File: src/rtl/cmos_init_ctrl.sv
// cmos_init_ctrl: camera power/reset sequencing, SCCB start pulse and vsync watchdog with bounded retries.
module cmos_init_ctrl #(
    parameter logic [19:0] PWDN_DLY    = 20'd24000,
    parameter logic [19:0] RST_DLY     = 20'd240000,
    parameter logic [19:0] BOOT_DLY    = 20'd264000,
    parameter logic [23:0] CFG_TIMEOUT = 24'd12000000,
    parameter logic [23:0] VS_TIMEOUT  = 24'd4800000,
    parameter logic [3:0]  MAX_RETRY   = 4'd3
) (
    input  logic       clk_24m,
    input  logic       rst_n,
    input  logic       cmos_vsync,
    input  logic       sccb_cfg_done,
    output logic       cmos_pwdn,
    output logic       cmos_rst_n,
    output logic       sccb_rst_n,
    output logic       sccb_start,
    output logic       cap_en,
    output logic [2:0] state,
    output logic [3:0] retry_cnt,
    output logic       fault
);
    localparam logic [2:0] PWDN  = 3'd0;
    localparam logic [2:0] RSTH  = 3'd1;
    localparam logic [2:0] BOOT  = 3'd2;
    localparam logic [2:0] CFG   = 3'd3;
    localparam logic [2:0] RUN   = 3'd4;
    localparam logic [2:0] FAULT = 3'd5;
    // Each limit is the last counter value of its window, so a state lasts exactly N cycles.
    localparam logic [23:0] PWDN_END = 24'(PWDN_DLY) - 24'd1;
    localparam logic [23:0] RST_END  = 24'(RST_DLY) - 24'd1;
    localparam logic [23:0] BOOT_END = 24'(BOOT_DLY) - 24'd1;
    localparam logic [23:0] CFG_END  = CFG_TIMEOUT - 24'd1;
    localparam logic [23:0] VS_END   = VS_TIMEOUT - 24'd1;
    logic [2:0]  state_nxt;
    logic [23:0] cnt;
    logic        vs_s1, vs_s2, vs_s3;
    logic        vs_rise, cfg_ok, cfg_fail, run_fail, fail, retry_last;
    assign vs_rise    = vs_s2 & ~vs_s3;
    assign cfg_ok     = state == CFG && cnt != '0 && sccb_cfg_done;
    assign cfg_fail   = state == CFG && !cfg_ok && cnt == CFG_END;
    // An edge landing on the final watchdog cycle still counts as a live frame.
    assign run_fail   = state == RUN && !vs_rise && cnt == VS_END;
    assign fail       = cfg_fail | run_fail;
    assign retry_last = retry_cnt >= MAX_RETRY - 4'd1;
    always_ff @(posedge clk_24m or negedge rst_n) begin
        if (!rst_n) state <= PWDN;
        else        state <= state_nxt;
    end
    always_comb begin
        state_nxt = state;
        case (state)
            PWDN:    state_nxt = cnt == PWDN_END ? RSTH : PWDN;
            RSTH:    state_nxt = cnt == RST_END ? BOOT : RSTH;
            BOOT:    state_nxt = cnt == BOOT_END ? CFG : BOOT;
            CFG:     state_nxt = cfg_ok ? RUN : cfg_fail ? (retry_last ? FAULT : PWDN) : CFG;
            RUN:     state_nxt = run_fail ? (retry_last ? FAULT : PWDN) : RUN;
            default: state_nxt = FAULT;
        endcase
    end
    always_comb begin
        cmos_pwdn  = !(state == RSTH || state == BOOT || state == CFG || state == RUN);
        cmos_rst_n = state == BOOT || state == CFG || state == RUN;
        sccb_rst_n = state == CFG || state == RUN;
        sccb_start = state == CFG && cnt == '0;
        fault      = state == FAULT;
    end
    always_ff @(posedge clk_24m or negedge rst_n) begin
        if (!rst_n) cnt <= '0;
        else        cnt <= (state_nxt != state || (state == RUN && vs_rise)) ? '0 : (&cnt) ? cnt : cnt + 24'd1;
    end
    always_ff @(posedge clk_24m or negedge rst_n) begin
        if (!rst_n) retry_cnt <= '0;
        else        retry_cnt <= fail ? (retry_last ? MAX_RETRY : retry_cnt + 4'd1) : (state == RUN && vs_rise) ? 4'd0 : retry_cnt;
    end
    always_ff @(posedge clk_24m or negedge rst_n) begin
        if (!rst_n) cap_en <= 1'b0;
        else        cap_en <= state == RUN && state_nxt == RUN;
    end
    always_ff @(posedge clk_24m or negedge rst_n) begin
        if (!rst_n) {vs_s1, vs_s2, vs_s3} <= '0;
        else        {vs_s1, vs_s2, vs_s3} <= {cmos_vsync, vs_s1, vs_s2};
    end
endmodule

File: config.mk
export PLATFORM = sky130hd
export DESIGN_NAME = cmos_init_ctrl
export DESIGN_NICKNAME = d
export VERILOG_FILES = /design/src/rtl/cmos_init_ctrl.sv
export SDC_FILE = /design/constraint.sdc
export NUM_CORES = 1
export LEC_CHECK = 0
export CAP_MARGIN = 20
export CORE_UTILIZATION = 60
export CTS_BUF_LIST = sky130_fd_sc_hd__clkbuf_4 sky130_fd_sc_hd__clkbuf_8
export CTS_CLUSTER_DIAMETER = 100
export DETAILED_ROUTE_END_ITERATION = 6
export DONT_BUFFER_PORTS = 1
export GPL_ROUTABILITY_DRIVEN = 0
export PLACE_DENSITY_LB_ADDON = 0.05
export REMOVE_ABC_BUFFERS = 1
export SYNTH_ARGS = -nofsm -noshare
export SYNTH_HDL_FRONTEND = slang
export SYNTH_SLANG_ARGS = --single-unit
export TNS_END_PERCENT = 20
File: constraint.sdc
create_clock -name clk_24m -period 7 [get_ports clk_24m]
set_clock_uncertainty 0.1 [all_clocks]
set_input_delay 1.05 -clock clk_24m [delete_from_list [all_inputs] [get_ports clk_24m]]
set_output_delay 1.05 -clock clk_24m [all_outputs]
set_load 0.03 [all_outputs]
# Word level (Yosys, flattened, before mapping)
# Cells that the tools add are included.
[totals] regBits=35 output_inout_bits=13
[op_classes] n_addsub=2 order_cmp=1 eq_ne=13 mux=13 n_bitwise=3 reduce_logical=24
[op_table] op="$mux 24" n=2
[op_table] op="$add 24x1->24 const B" n=1
[op_table] op="$eq 24x15->1 const B" n=1
[op_table] op="$eq 24x18->1 const B" n=1
[op_table] op="$eq 24x19->1 const B" n=1
[op_table] op="$eq 24x23->1 const B" n=1
[op_table] op="$eq 24x24->1 const B" n=1
[op_table] op="$logic_not 24->1" n=1
[op_table] op="$reduce_and 24->1" n=1
[op_table] op="$reduce_bool 24->1" n=1
[op_table] op="$pmux 3 s5" n=1
[op_table] op="$mux 3" n=4
[op_table] op="$mux 4" n=3
[op_table] op="$eq 3x3->1 const B" n=3
[op_table] op="$logic_and 1x1->1" n=9
[op_table] op="$logic_or 1x1->1" n=7
[op_table] op="$eq 3x2->1 const B" n=2
[op_table] op="$add 4x1->4 const B" n=1
[op_table] op="$ge 4x2->1 const B" n=1
[op_table] op="$eq 3x1->1 const B" n=1
[op_table] op="$logic_not 1->1" n=3
[op_table] op="$logic_not 3->1" n=1
[op_table] op="$ne 3x3->1" n=1
[op_table] op="$mux 1" n=2
[op_table] op="other kinds (6)" n=6

# Longest topological paths before layout
# Gate-level depths: netlist of run 1.
[depth] ltp_word=12 depth_mapped=9 ltp_nobuf=8

# Least setup slack after synthesis of run 1
# No wires, ideal clock.
[synth_timing] kind="register to output" startpoint="reg cnt[20]" endpoint="out sccb_start" t_arrival_ns=1.941 required_time_ns=5.850 slack_ns=3.909 stages_incl_launch_ff=5 n_path_buf=1 cell_sequence="dfrtp_1 -> buf_6 -> nor4_1 -> nand2_1 -> nor4_1"
[synth_between] elab_chain_len=2
[synth_rtl] item="start, declared" line="36" source="logic [23:0] cnt;"
[synth_rtl] item="start signal, assigned" line="70" source="else cnt <= (state_nxt != state || (state == RUN && vs_rise)) ? '0 : (&cnt) ? cnt : cnt + 24'd1;"
[synth_rtl] item="$logic_not 24->1" line="65" source="sccb_start = state == CFG && cnt == '0;"
[synth_rtl] item="$logic_and 1x1->1" line="65"
[synth_rtl] item="end, declared" line="17" source="output logic sccb_start,"
# Every way passes these cells.

# Worst setup path after layout of run 1
# Ends and elaborated chain as after synthesis.

==> flow_summary.ini, run 1 <==
[sta]
worstMarginPinSlew_ns = 0.888
period_needed_ns = 3.19
max_slew_margin = 0.406
hold_violations = 0
rsz0062_at_grt = false
max_freq_mhz = 313
period_share = 0.456
drv_slew = 0
tns_ns = 0
finalSetupViolations = 0

[global_routing]
track_usage = 0.274
antenna_found_initial = 0
grt_pass1_wl_microns = 8440
grt_pass1_vias = 1799
grt_max_degree = 36
grt-ovfl-total = 0

[clock_network]
cts_buffers = 5
cts_post_setup_buffers_inserted = 0
ctsHtreeMaxLevel = 2
clkTransAtPathRegs_ns = 0.07
cts_hold_buf = 0
cts_sinks = 35
cts_buffer_depth = 2
cts_tree = done
cts_resized = 0
insertion_delay_ns = 0.29
cts-root-buf = clkbuf_8

[logic_synthesis]
synth_commonest_cells = 35 x dfrtp_1, 19 x nor3_1, 17 x nor2_1
synth_cell_types = 49
yosysSeqAreaShare = 0.392
yosysMostFrequentCell = dfrtp_1
ys_async_sr_fraction = 1.00
syn_avg_cell_area_sq_um = 9.42
synth_top_area_cell = dfrtp_1
synth_flop_cell = dfrtp_1
synth_top_cell_area_share = 0.392
syn_area_sq_um = 2230
synthCells = 237
ys_top_cells_by_area = dfrtp_1 39%, xor2_1 5.5%, nand4_1 4.5%
ys_ff_latch = 35
ys_warn_count = 0
synth_edf_count = 0

[setup_path]
crit_fanout = 7
worstPathArrival_ns = 2.04
critPathLaunch = cnt[20]
worst_path_max_delay_cell = nor4_1
max_stage_delay_ns = 0.54
crit_path_end_kind = primary output
cp_cell_sequence = nor4_1, nand2_1, nor4_1, buf_4
r2r_start = state[1]
path_class = flip-flop to primary output
cpMostUsedCell = nor4_1
critPathLaunchType = flip-flop
crit_required_ns = 5.85
rr_worst_depth = 6

[min_path]
min_from = vs_s1
hp-class = flip-flop to flip-flop
hold_depth = 0

[die]
start_util = 0.648
die_area_sq_um = 3970
dieHeight_microns = 63.0
pin_count = 17
coreArea_sq_um = 3440
die_w_microns = 63.0
num_rows = 21

[detailed_routing]
antenna_left = 0
drt_iter0_drc = 157
drcViolationCount = 0
firstDrtPassIters = 4
viasPerCell = 6.55
wl_per_cell_microns = 17.5
num_vias = 1822
route.final.wire_length_microns = 4870

[power_and_ir_drop]
power_density_nw_per_um2 = 170
p_sw_frac = 0.191
clockPowerShare = 0.485
ir_drop_mv = 0.123
power.switching_mw = 0.0758
seqPwrFrac = 0.513
combinationalPowerShare = 0.001
p_leak_nw = 0.929
power.internal_mw = 0.320

[place]
io_buffers = 0
place_hpwl_microns = 3400

[run_status]
status = completed

[job]
drv_cap = 0

[layout]
num_antenna_cells = 0
postLayoutCoreUtil = 0.676
nFillCells = 278
layout-drive-gt1-share = 0.125
syn2layout_area_growth_pct = 4.20
fin_nets = 239
-- cell usage in the layout, fill, tap and decap left out, types with 6 or more instances in the layout --
cell,count
nor2_1,17
nor4_1,9
xor2_1,14
dfrtp_1,35
a21oi_1,6
xnor2_1,9
nor3_1,19
clkbuf_8,6
nand2_1,14
nand4_1,16
nand3_1,14
-- routing by layer --
layer | vias to the layer above | wire (microns) | track usage
li1 | 854 | - | -
met1 | 898 | 2120 | 0.373
met2 | 63 | 2360 | 0.431
met3 | 7 | 326 | 0.0529
met4 | 0 | 68 | 0.0988
met5 | - | 0 | 0
-- final cells by class --
type,count,area (sq um),area share
timing repair buffer,2,22.5,0.00968
multi-input combinational,182,1230,0.529
tap,46,57.6,0.0247
clock inverter,2,38.8,0.0167
inverter,5,18.8,0.00807
sequential,35,876,0.377
clock buffer,6,82.6,0.0355
-- critical path, delay by kind of cell, from the launching register on --
family                 cells  cell delay, ns
AND/OR/NAND/NOR            3            1.06
buffers and inverters      1            0.23
flip-flops                 1            0.46
-- sequential cells by signal, summed over array words and instances, names as in the netlist --
name	cells
cap_en	1
vs_s1	1
state	3
retry_cnt	4
vs_s2	1
vs_s3	1
cnt	24
-- power groups by stage --
stage	combinational [mW]	clock, mW	sequential, mW
after floorplan	0.000362	0	0.207
after global placement	0.000460	0	0.207
after detailed placement	0.000499	0	0.207
after CTS	0.000500	0.196	0.203
after global routing	0.000539	0.202	0.203
final	0.000509	0.192	0.203
-- stage by stage --
stage / hold WS (ns) / instances / setup WS (ns) / total power, mW / area (sq um)
final: 0.261 / 278 / 3.81 / 0.396 / 2330
after detailed placement: 0.243 / 269 / 3.88 / 0.208 / 2190
after floorplan: 0.231 / 222 / 3.91 / 0.207 / 2120
after global placement: 0.244 / 269 / 3.92 / 0.208 / 2190
after CTS: 0.264 / 277 / 3.84 / 0.399 / 2310
after global routing: 0.268 / 278 / 3.68 / 0.406 / 2330
-- final timing paths --
check / to / slack, ns
hold reg to reg: vs_s2 / 0.26
setup / recovery: sccb_start / 3.81
min in group asynchronous: cnt[7] / 0.34
hold / removal: vs_s2 / 0.26
max in group asynchronous: cnt[19] / 6.38
setup reg to reg: cnt[1] / 3.89
-- logic make-up after synthesis --
logic type	synth area share
fa+ha+maj	0.0224
flops	0.392
xor+xnor	0.0902
buf+inv	0.0566
compound gates	0.0841
simple gates	0.350
mux	0.00448
Power figures use the tool's default switching activity.
==> inputs of run 2 (changes only) <==
--- a/config.mk
+++ b/config.mk
@@ -6,7 +6,7 @@
 export NUM_CORES = 1
 export LEC_CHECK = 0
 export CAP_MARGIN = 20
-export CORE_UTILIZATION = 60
+export CORE_UTILIZATION = 59
 export CTS_BUF_LIST = sky130_fd_sc_hd__clkbuf_4 sky130_fd_sc_hd__clkbuf_8
 export CTS_CLUSTER_DIAMETER = 100
 export DETAILED_ROUTE_END_ITERATION = 6
==> constraint.sdc (replaced) <==
create_clock -name clk_24m -period 2.63 [get_ports clk_24m]
set_clock_uncertainty 0.1 [all_clocks]
set_input_delay 0.3945 -clock clk_24m [delete_from_list [all_inputs] [get_ports clk_24m]]
set_output_delay 0.3945 -clock clk_24m [all_outputs]
set_load 0.03 [all_outputs]
==> run 2 against run 1 <==
- sequential power rose to 2.7 times the previous value
- clock power rose by 100%
- die area up 1.6%
- highest routed layer unchanged
- power rose by 140%
- global-route usage increased by 0.88 points
- largest cell class unchanged
- critical path type is now flip-flop to flip-flop
- final cell count grew 9.7%
- sequential share of layout area fell by 3.2 points
- sequential cell count is the same
- critical path depth increased by 5
- non-clock buffer count grew 28
- first-iteration DRC count grew 14%
==> flow_summary.ini, run 2 (synthesized netlist as in run 1, its figures left out) <==
[job]
drv_cap = 0

[power_and_ir_drop]
p_leak_nw = 1.06
power_density_nw_per_um2 = 373
ir_drop_mv = 0.302

[setup_path]
crit_path_end_kind = flip-flop
cp_cell_sequence = inv_1, ha_1, nor4b_2, nand4_1, o21ai_1, a2111oi_1, a211oi_4, buf_12, nor3_1
worst_path_max_delay_cell = a2111oi_1
cp_top_family = compound AO/OA/AOI/OAI gates
crit_buf_inv = 2
max_stage_delay_ns = 0.66
crit_fanout = 17
path_class = flip-flop to flip-flop
crit_required_ns = 2.73
worstPathArrival_ns = 2.53
critPathLaunchType = flip-flop
rrSetupSlack_ns = 0.19

[global_routing]
track_usage = 0.283
grt_max_degree = 36
grt-ovfl-total = 0
grt_pass1_wl_microns = 8820
grt_pass1_vias = 1866
antenna_found_initial = 0

[clock_network]
ctsHtreeMaxLevel = 2
clkTransAtPathRegs_ns = 0.07
cts-root-buf = clkbuf_8
cts_buffer_depth = 2
cts_sinks = 35
cts_buffers = 5
cts_tree = done
insertion_delay_ns = 0.29

[layout]
layout-drive-gt1-share = 0.216
regMostFlops = cnt
fin_area_sq_um = 2540
final_common_cell = dfrtp_1
final_cell_mix = 35 x dfrtp_1, 26 x buf_4, 19 x nor3_1, 17 x nor2_1, 16 x nand4_1
reg_top3 = cnt (24), retry_cnt (4), state (3)
num_antenna_cells = 0
layout.cells.non_filler = 305
largest_reg_flops = 24
fin_nets = 267
syn2layout_area_growth_pct = 13.8

[sta]
tns_ns = 0
finalSetupViolations = 0
worst_slack_ns = 0.193
holdWs_ns = 0.0414
drv_slew = 0
period_share = 0.927
hold_violations = 0
period_needed_ns = 2.44
worstMarginPinSlew_ns = 0.667
max_slew_margin = 0.554
rsz0062_at_grt = false
max_freq_mhz = 410

[place]
placed_cells = 295
io_buffers = 0
place_hpwl_microns = 3680
dpl_cell_area_sq_um = 2400
post-place-ws_ns = -0.246

[detailed_routing]
wl_per_cell_microns = 16.7
firstDrtPassIters = 4
route.final.wire_length_microns = 5100
antenna_left = 0
drcViolationCount = 0
num_vias = 1939
drt_iter0_drc = 179
viasPerCell = 6.36

[die]
dieHeight_microns = 63.5
die_area_sq_um = 4030
coreArea_sq_um = 3470
start_util = 0.644
die_w_microns = 63.5
num_rows = 21
pin_count = 17

[min_path]
hp-class = input port to flip-flop

[run_status]
status = completed
==> run 2: changes by cell type in the layout (fill, tap and decap cells not counted), sizes merged <==
cell | before | now
clkinv | 0 | 1
bufinv | 1 | 0
inv | 6 | 5
dlygate4sd3 | 0 | 1
buf | 2 | 29
==> run 2: report_power, final <==
part           total, mW  internal (mW)  switching, mW
clock network      0.391          0.205          0.186
registers          0.541          0.540       0.000710
logic             0.0159        0.00464         0.0113
total              0.948          0.750          0.198
==> run 2: path summary, 6_finish.rpt <==
kind                            startpoint  endpoint  cells past startpoint
worst max-delay path                cnt[0]   cnt[12]                      9
worst min-delay path            cmos_vsync     vs_s1                      0
worst max register to register      cnt[0]   cnt[12]                      9
worst min register to register       vs_s1     vs_s2                      0
max in group asynchronous            rst_n     vs_s2                      2
min in group asynchronous            rst_n   cnt[13]                      2
==> run 2: final cells by class <==
class	instances	area, sq um
clock buffer	6	82.6
clock inverter	1	5.00
fill	244	927
inverter	5	18.8
multi-input combinational	182	1240
sequential	35	876
tap	46	57.6
timing repair buffer	30	265
==> run 2: repair_timing <==
action                                  in CTS  in global routing
hold buffers                                 2                  0
hold endpoints to repair                    35                  0
pin swaps                                    1                  0
endpoints found under the setup margin      17                 20
buffers inserted                             1                  0
gates resized for setup                      0                  1
==> run 2: layer usage <==
| metal | up-vias | wire (microns) | global-route usage | share of wire |
|---|---|---|---|---|
| met5 | - | 0 | 0 | 0 |
| met4 | 0 | 70 | 0.122 | 0.014 |
| met3 | 7 | 302 | 0.0435 | 0.059 |
| met2 | 73 | 2490 | 0.440 | 0.49 |
| met1 | 943 | 2240 | 0.387 | 0.44 |
| li1 | 916 | - | - | - |
==> run 2: worst register-to-register path, stage by stage, from the launching register on <==
cell,delay (ns)
dfrtp_1,0.38
inv_1,0.08
ha_1,0.21
nor4b_2,0.17
nand4_1,0.12
o21ai_1,0.15
a2111oi_1,0.66
a211oi_4,0.10
buf_12,0.19
nor3_1,0.21
==> run 2: through the flow <==
| step | power (mW) | util |
|---|---|---|
| 3_3_place_gp | 0.553 | 0.691 |
| 3_5_place_dp | 0.553 | 0.691 |
| 2_1_floorplan | 0.552 | - |
| 5_1_grt | 0.982 | 0.733 |
| 4_1_cts | 0.963 | 0.731 |
| 6_report | 0.948 | 0.733 |
